===== src/rtl/ct_lsu_snoop_ctcq_inv_issue.sv =====
// Snoop CTC queue consumer: round-robin grants one pending entry, issues its
// icache/TLB invalidation, waits for the target unit's done and pulses completion.
module ct_lsu_snoop_ctcq_inv_issue #(
   parameter int ENTRY_NUM = 4,
   parameter int PA_WIDTH  = 40,
   parameter int VA_WIDTH  = 39
) (
   input  logic                            lsu_snoop_clk,
   input  logic                            cpurst_b,
   input  logic [ENTRY_NUM-1:0]            ctcq_pe_req,
   input  logic [6*ENTRY_NUM-1:0]          ctcq_type_flags,
   input  logic [6*ENTRY_NUM-1:0]          ctcq_icache_index,
   input  logic [(PA_WIDTH-12)*ENTRY_NUM-1:0] ctcq_icache_ptag,
   input  logic [16*ENTRY_NUM-1:0]         ctcq_tlb_asid,
   input  logic [(VA_WIDTH-12)*ENTRY_NUM-1:0] ctcq_tlb_va,
   input  logic                            ifu_lsu_icache_inv_done,
   input  logic                            mmu_lsu_tlb_inv_done,
   output logic                            lsu_ifu_icache_all_inv,
   output logic                            lsu_ifu_icache_line_inv,
   output logic [5:0]                      lsu_ifu_icache_index,
   output logic [PA_WIDTH-13:0]            lsu_ifu_icache_ptag,
   output logic                            lsu_mmu_tlb_all_inv,
   output logic                            lsu_mmu_tlb_va_all_inv,
   output logic                            lsu_mmu_tlb_asid_all_inv,
   output logic                            lsu_mmu_tlb_va_asid_inv,
   output logic [15:0]                     lsu_mmu_tlb_asid,
   output logic [VA_WIDTH-13:0]            lsu_mmu_tlb_va,
   output logic [ENTRY_NUM-1:0]            ica_tlb_ctcq_inv_cmplt_x,
   output logic                            ctcq_issue_busy,
   output logic [1:0]                      ctcq_issue_state_dbg
);

   localparam int PTAG_W = PA_WIDTH - 12;
   localparam int TVA_W  = VA_WIDTH - 12;
   localparam int PTR_W  = $clog2(ENTRY_NUM);
   localparam logic [PTR_W:0]   N_WIDE = (PTR_W+1)'(ENTRY_NUM);
   localparam logic [PTR_W-1:0] LAST   = PTR_W'(ENTRY_NUM - 1);

   typedef enum logic [1:0] {
      ST_IDLE  = 2'd0,
      ST_ISSUE = 2'd1,
      ST_DONE  = 2'd2
   } state_e;

   state_e                  state_q, state_d;
   logic [PTR_W-1:0]        rr_ptr_q, rr_ptr_d;
   logic [PTR_W-1:0]        grant_q, grant_d;
   logic [5:0]              type_q, type_d;
   logic [5:0]              index_q, index_d;
   logic [PTAG_W-1:0]       ptag_q, ptag_d;
   logic [15:0]             asid_q, asid_d;
   logic [TVA_W-1:0]        va_q, va_d;
   logic [5:0]              req_q, req_d;
   logic [5:0]              out_index_q, out_index_d;
   logic [PTAG_W-1:0]       out_ptag_q, out_ptag_d;
   logic [15:0]             out_asid_q, out_asid_d;
   logic [TVA_W-1:0]        out_va_q, out_va_d;
   logic [ENTRY_NUM-1:0]    cmplt_q, cmplt_d;

   logic                    found;
   logic [PTR_W-1:0]        pick;
   logic [PTR_W:0]          idx;
   logic [5:0]              sel_type;
   logic [5:0]              sel_index;
   logic [PTAG_W-1:0]       sel_ptag;
   logic [15:0]             sel_asid;
   logic [TVA_W-1:0]        sel_va;
   logic                    tgt_done;

   // Illegal multi-flag types collapse to the highest flag: icache before tlb.
   function automatic logic [5:0] prio_type(input logic [5:0] f);
      logic [5:0] r;
      r = 6'b0;
      casez (f)
         6'b1?????: r = 6'b100000;
         6'b01????: r = 6'b010000;
         6'b001???: r = 6'b001000;
         6'b0001??: r = 6'b000100;
         6'b00001?: r = 6'b000010;
         6'b000001: r = 6'b000001;
         default:   r = 6'b000000;
      endcase
      return r;
   endfunction

   // Round-robin search starting at rr_ptr, wrapping at ENTRY_NUM-1.
   always_comb begin
      found = 1'b0;
      pick  = '0;
      idx   = '0;
      for (int k = 0; k < ENTRY_NUM; k++) begin
         idx = {1'b0, rr_ptr_q} + (PTR_W+1)'(k);
         if (idx >= N_WIDE) idx = idx - N_WIDE;
         if (!found && ctcq_pe_req[idx[PTR_W-1:0]]) begin
            found = 1'b1;
            pick  = idx[PTR_W-1:0];
         end
      end
   end

   always_comb begin
      sel_type  = '0;
      sel_index = '0;
      sel_ptag  = '0;
      sel_asid  = '0;
      sel_va    = '0;
      for (int e = 0; e < ENTRY_NUM; e++) begin
         if (pick == PTR_W'(e)) begin
            sel_type  = ctcq_type_flags[6*e +: 6];
            sel_index = ctcq_icache_index[6*e +: 6];
            sel_ptag  = ctcq_icache_ptag[PTAG_W*e +: PTAG_W];
            sel_asid  = ctcq_tlb_asid[16*e +: 16];
            sel_va    = ctcq_tlb_va[TVA_W*e +: TVA_W];
         end
      end
   end

   // Requests are levels held through ISSUE; each unit answers with a one-cycle
   // done pulse, and only the done of the unit actually targeted is honoured.
   assign tgt_done = (|type_q[5:4]) ? ifu_lsu_icache_inv_done : mmu_lsu_tlb_inv_done;

   always_comb begin
      state_d     = state_q;
      rr_ptr_d    = rr_ptr_q;
      grant_d     = grant_q;
      type_d      = type_q;
      index_d     = index_q;
      ptag_d      = ptag_q;
      asid_d      = asid_q;
      va_d        = va_q;
      req_d       = '0;
      out_index_d = '0;
      out_ptag_d  = '0;
      out_asid_d  = '0;
      out_va_d    = '0;
      cmplt_d     = '0;

      case (state_q)
         ST_IDLE: begin
            if (found) begin
               grant_d = pick;
               type_d  = sel_type;
               index_d = sel_index;
               ptag_d  = sel_ptag;
               asid_d  = sel_asid;
               va_d    = sel_va;
               state_d = (sel_type == 6'b0) ? ST_DONE : ST_ISSUE;
            end
         end
         ST_ISSUE: begin
            if (tgt_done) state_d = ST_DONE;
         end
         ST_DONE: begin
            rr_ptr_d = (grant_q == LAST) ? '0 : grant_q + 1'b1;
            state_d  = ST_IDLE;
         end
         default: state_d = ST_IDLE;
      endcase

      if (state_d == ST_ISSUE) begin
         req_d       = prio_type(type_d);
         out_index_d = index_d;
         out_ptag_d  = ptag_d;
         out_asid_d  = asid_d;
         out_va_d    = va_d;
      end
      if (state_d == ST_DONE) cmplt_d[grant_d] = 1'b1;
   end

   always_ff @(posedge lsu_snoop_clk or negedge cpurst_b) begin
      if (!cpurst_b) begin
         state_q     <= ST_IDLE;
         rr_ptr_q    <= '0;
         grant_q     <= '0;
         type_q      <= '0;
         index_q     <= '0;
         ptag_q      <= '0;
         asid_q      <= '0;
         va_q        <= '0;
         req_q       <= '0;
         out_index_q <= '0;
         out_ptag_q  <= '0;
         out_asid_q  <= '0;
         out_va_q    <= '0;
         cmplt_q     <= '0;
      end else begin
         state_q     <= state_d;
         rr_ptr_q    <= rr_ptr_d;
         grant_q     <= grant_d;
         type_q      <= type_d;
         index_q     <= index_d;
         ptag_q      <= ptag_d;
         asid_q      <= asid_d;
         va_q        <= va_d;
         req_q       <= req_d;
         out_index_q <= out_index_d;
         out_ptag_q  <= out_ptag_d;
         out_asid_q  <= out_asid_d;
         out_va_q    <= out_va_d;
         cmplt_q     <= cmplt_d;
      end
   end

   assign lsu_ifu_icache_all_inv   = req_q[5];
   assign lsu_ifu_icache_line_inv  = req_q[4];
   assign lsu_mmu_tlb_all_inv      = req_q[3];
   assign lsu_mmu_tlb_va_all_inv   = req_q[2];
   assign lsu_mmu_tlb_asid_all_inv = req_q[1];
   assign lsu_mmu_tlb_va_asid_inv  = req_q[0];
   assign lsu_ifu_icache_index     = out_index_q;
   assign lsu_ifu_icache_ptag      = out_ptag_q;
   assign lsu_mmu_tlb_asid         = out_asid_q;
   assign lsu_mmu_tlb_va           = out_va_q;
   assign ica_tlb_ctcq_inv_cmplt_x = cmplt_q;
   assign ctcq_issue_busy          = (state_q != ST_IDLE);
   assign ctcq_issue_state_dbg     = state_q;

endmodule


===== config.mk =====
export PLATFORM = sky130hd
export DESIGN_NAME = ct_lsu_snoop_ctcq_inv_issue
export DESIGN_NICKNAME = d
export VERILOG_FILES = /design/src/rtl/ct_lsu_snoop_ctcq_inv_issue.sv
export SDC_FILE = /design/constraint.sdc
export NUM_CORES = 1
export LEC_CHECK = 0
export CORE_AREA = 2 2 167 169
export DETAILED_ROUTE_END_ITERATION = 6
export DIE_AREA = 0 0 169 171
export DONT_BUFFER_PORTS = 1
export PLACE_DENSITY = 0.5
export SYNTH_ARGS = -nofsm -noshare
export SYNTH_HDL_FRONTEND = slang
export SYNTH_SLANG_ARGS = --single-unit

===== constraint.sdc =====
create_clock -name lsu_snoop_clk -period 2.41 [get_ports lsu_snoop_clk]
set_clock_uncertainty 0.1 [all_clocks]
set_input_delay 0.482 -clock lsu_snoop_clk [delete_from_list [all_inputs] [get_ports lsu_snoop_clk]]
set_output_delay 0.482 -clock lsu_snoop_clk [all_outputs]
set_load 0.01 [all_outputs]

==> metrics.cfg <==
[worst_setup_path]
worst_ep_arrival_time_ps=2520
rrSetupSlack_ps=130
crit_family=simple AND/OR/NAND/NOR gates
slowest_stage=dfrtp_1
critPathRequiredTime_ps=2640
path_cells=nor2b_1, o21a_1, or3_1, buf_4, nand2_1, o221a_2, nand4b_1, a211oi_1
crit_path_start_kind=flip-flop
timing.critical_path.buf_inv=1
critPathKind=reg2reg
cp-end-kind=flip-flop
max_stage_delay_ps=440
path_max_fanout=7

[place]
port_buffers=0
gp_congestion=0.7942
dpl_worst_slack_ps=-129.0
placed_area_um2=9393
hpwl_um=19050
placed_cells=1453

[synth]
synth_edf_count=0
netlist_top_cells_area=dfrtp_1 50%, nand2_1 24%, o211ai_1 6.8%
synth_area_um2=8886
synthCells=1145
synth_warnings=0
synth_ff_type=dfrtp_1
synth_top_area_share_pct=49.56
synth_area_per_cell_um2=7.761
synthesis.nets=1486
synth_top_area_cell=dfrtp_1
ys_ff_latch=176
async_flop_share_pct=100.0
yosysSeqAreaShare_pct=49.56
synth_cell_type_count=44

[clock_tree]
insertion_delay_ps=420
cts_tree=built
cts_root_buffer=clkbuf_16
path_clk_slew_ps=70
clock-sinks=176
numCtsBuffers=17
cts.path.max_buffers=2
htreeDepth=4

[sta]
hold_violations=176
worst_slack_ps=125.1
rsz0062_at_grt=true
timing.final.crit_period_ps=2285
fin_tns_setup_ps=0
setup_viol=0
slew_headroom_pct=60.18
slew_viol_final=0
period_share_pct=94.81
fmax_mhz=437.7
whs_ps=-353.2
tightest_slew_ps=597.3

[min_path]
min_path_type=in2async

[final_layout]
final_cell_mix=564 x nand2_1, 176 x dfrtp_1, 80 x o211ai_1, 79 x a21oi_1, 78 x nand3_1
layout.cells.non_filler=1489
synthToLayoutAreaGrowth_pct=13.49
utilization_pct=36.91
drive_gt1_share_pct=8.224
antenna_cells=0
mostFrequentLayoutCell=nand2_1
final_area_um2=10080
fillers=2846
layout.nets=1471

[routing]
routed_wirelength_um=26650
vias=7556
drc_errors=0
dr.pass1.iters=4
via_per_inst=5.075
drt_iter0_drc=411
wl_per_cell_um=17.90
ant_nets=0

[die]
core-area_um2=27320
ios=430
fp-row-count=61
dieArea_um2=28900
die_x_um=169
start_util_pct=32.52
die-height_um=171

[grt]
grt_max_degree=177
grtUsageMet2_pct=30.60
track_usage_pct=17.68
grt_pass1_wl_um=39550
grt_pass1_vias=7196
top_usage_layer=met2
grt.met1_usage_pct=20.72
antenna_found_initial=0
grt-ovfl-total=0
grt_use_met3_pct=6.269

[pwr]
power_leakage_nw=5.009
power.total_mw=14.24
irDropWorstVdd_mv=0.5172
power.density_nw_per_um2=1412

[run_status]
status=finished, violations left
failed_checks=hold timing

[flow_run]
maxCapViolations=0

[cell usage after synthesis, drive strengths merged, types with 3 or more instances]
| cell | n |
|---|---|
| nor2 | 12 |
| mux2i | 8 |
| or4 | 4 |
| nand2b | 3 |
| inv | 8 |
| nand3 | 78 |
| o21ai | 7 |
| dfrtp | 176 |
| nor3 | 7 |
| and2 | 3 |
| buf | 41 |
| o211ai | 80 |
| nand2 | 565 |
| a21oi | 79 |
| o221a | 3 |
| clkbuf | 40 |
[cell type report]
type                       count  area, µm²  share of cell area (%)
clock buffer                  18      439.2                   4.355
clock inverter                14      160.2                   1.588
inverter                       8      30.03                  0.2978
multi-input combinational    881       4124                   40.89
sequential                   176       4404                   43.67
tap                          346      432.9                   4.293
timing repair buffer          46      494.2                   4.901
[report_power, final]
part / internal [mW] / total (mW) / switching [mW]
logic: 2.33 / 6.48 / 4.15
registers: 4.22 / 4.92 / 0.703
clock network: 1.51 / 2.84 / 1.33
total: 8.06 / 14.2 / 6.18
[per-layer routing]
metal	share of wire, %	vias up
li1	-	3747
met1	41	3495
met2	48	280
met3	8.5	34
met4	1.9	0
met5	0	-
[worst register-to-register path: cells and delay by family, from the launching register on]
kind / cells / cell delay (ps)
and+or+nand+nor: 4 / 860
AOI/OAI and AO/OA: 3 / 660
DFF: 1 / 440
buffers and inverters: 1 / 160
[state kept, by name, summed over array words and instances (netlist names)]
register and flops:
lsu_mmu_tlb_asid 16, rr_ptr_q 2, ptag_q 28, asid_q 16, lsu_mmu_tlb_va 27, ctcq_issue_state_dbg 2
type_q 6, lsu_ifu_icache_ptag 28, va_q 27, req_q 6, grant_q 2, index_q 6
ica_tlb_ctcq_inv_cmplt_x 4, lsu_ifu_icache_index 6
[final timing paths]
path	start	end	cells after the start
max	rr_ptr_q[1]$_DFFE_PN0N_	req_q[1]$_DFF_PN0_	8
min	cpurst_b	lsu_ifu_icache_ptag[26]$_DFF_PN0_	0
max reg2reg	rr_ptr_q[1]$_DFFE_PN0N_	req_q[1]$_DFF_PN0_	8
min reg2reg	ptag_q[26]$_DFF_PN0_	ptag_q[26]$_DFF_PN0_	2
max in group asynchronous	cpurst_b	req_q[5]$_DFF_PN0_	0
min in group lsu_snoop_clk	ctcq_icache_ptag[82]	ptag_q[26]$_DFF_PN0_	4
[cells by family after synthesis]
group	Yosys count	synth area share, %
buf+inv	89	4.618
simple gates	688	31.24
flops	176	49.56
fa+ha+maj	1	0.1408
mux	9	1.028
compound gates	182	13.40
[timing repair]
item                                    4_1_cts  5_1_grt
endpoints found under the setup margin        2       67
gates cloned                                  0        2
hold endpoints to repair                    176      176
resized for setup                             2        8
setup buffers                                 0        2
pin swaps                                     0        2
(Power assumes the default switching activity.)
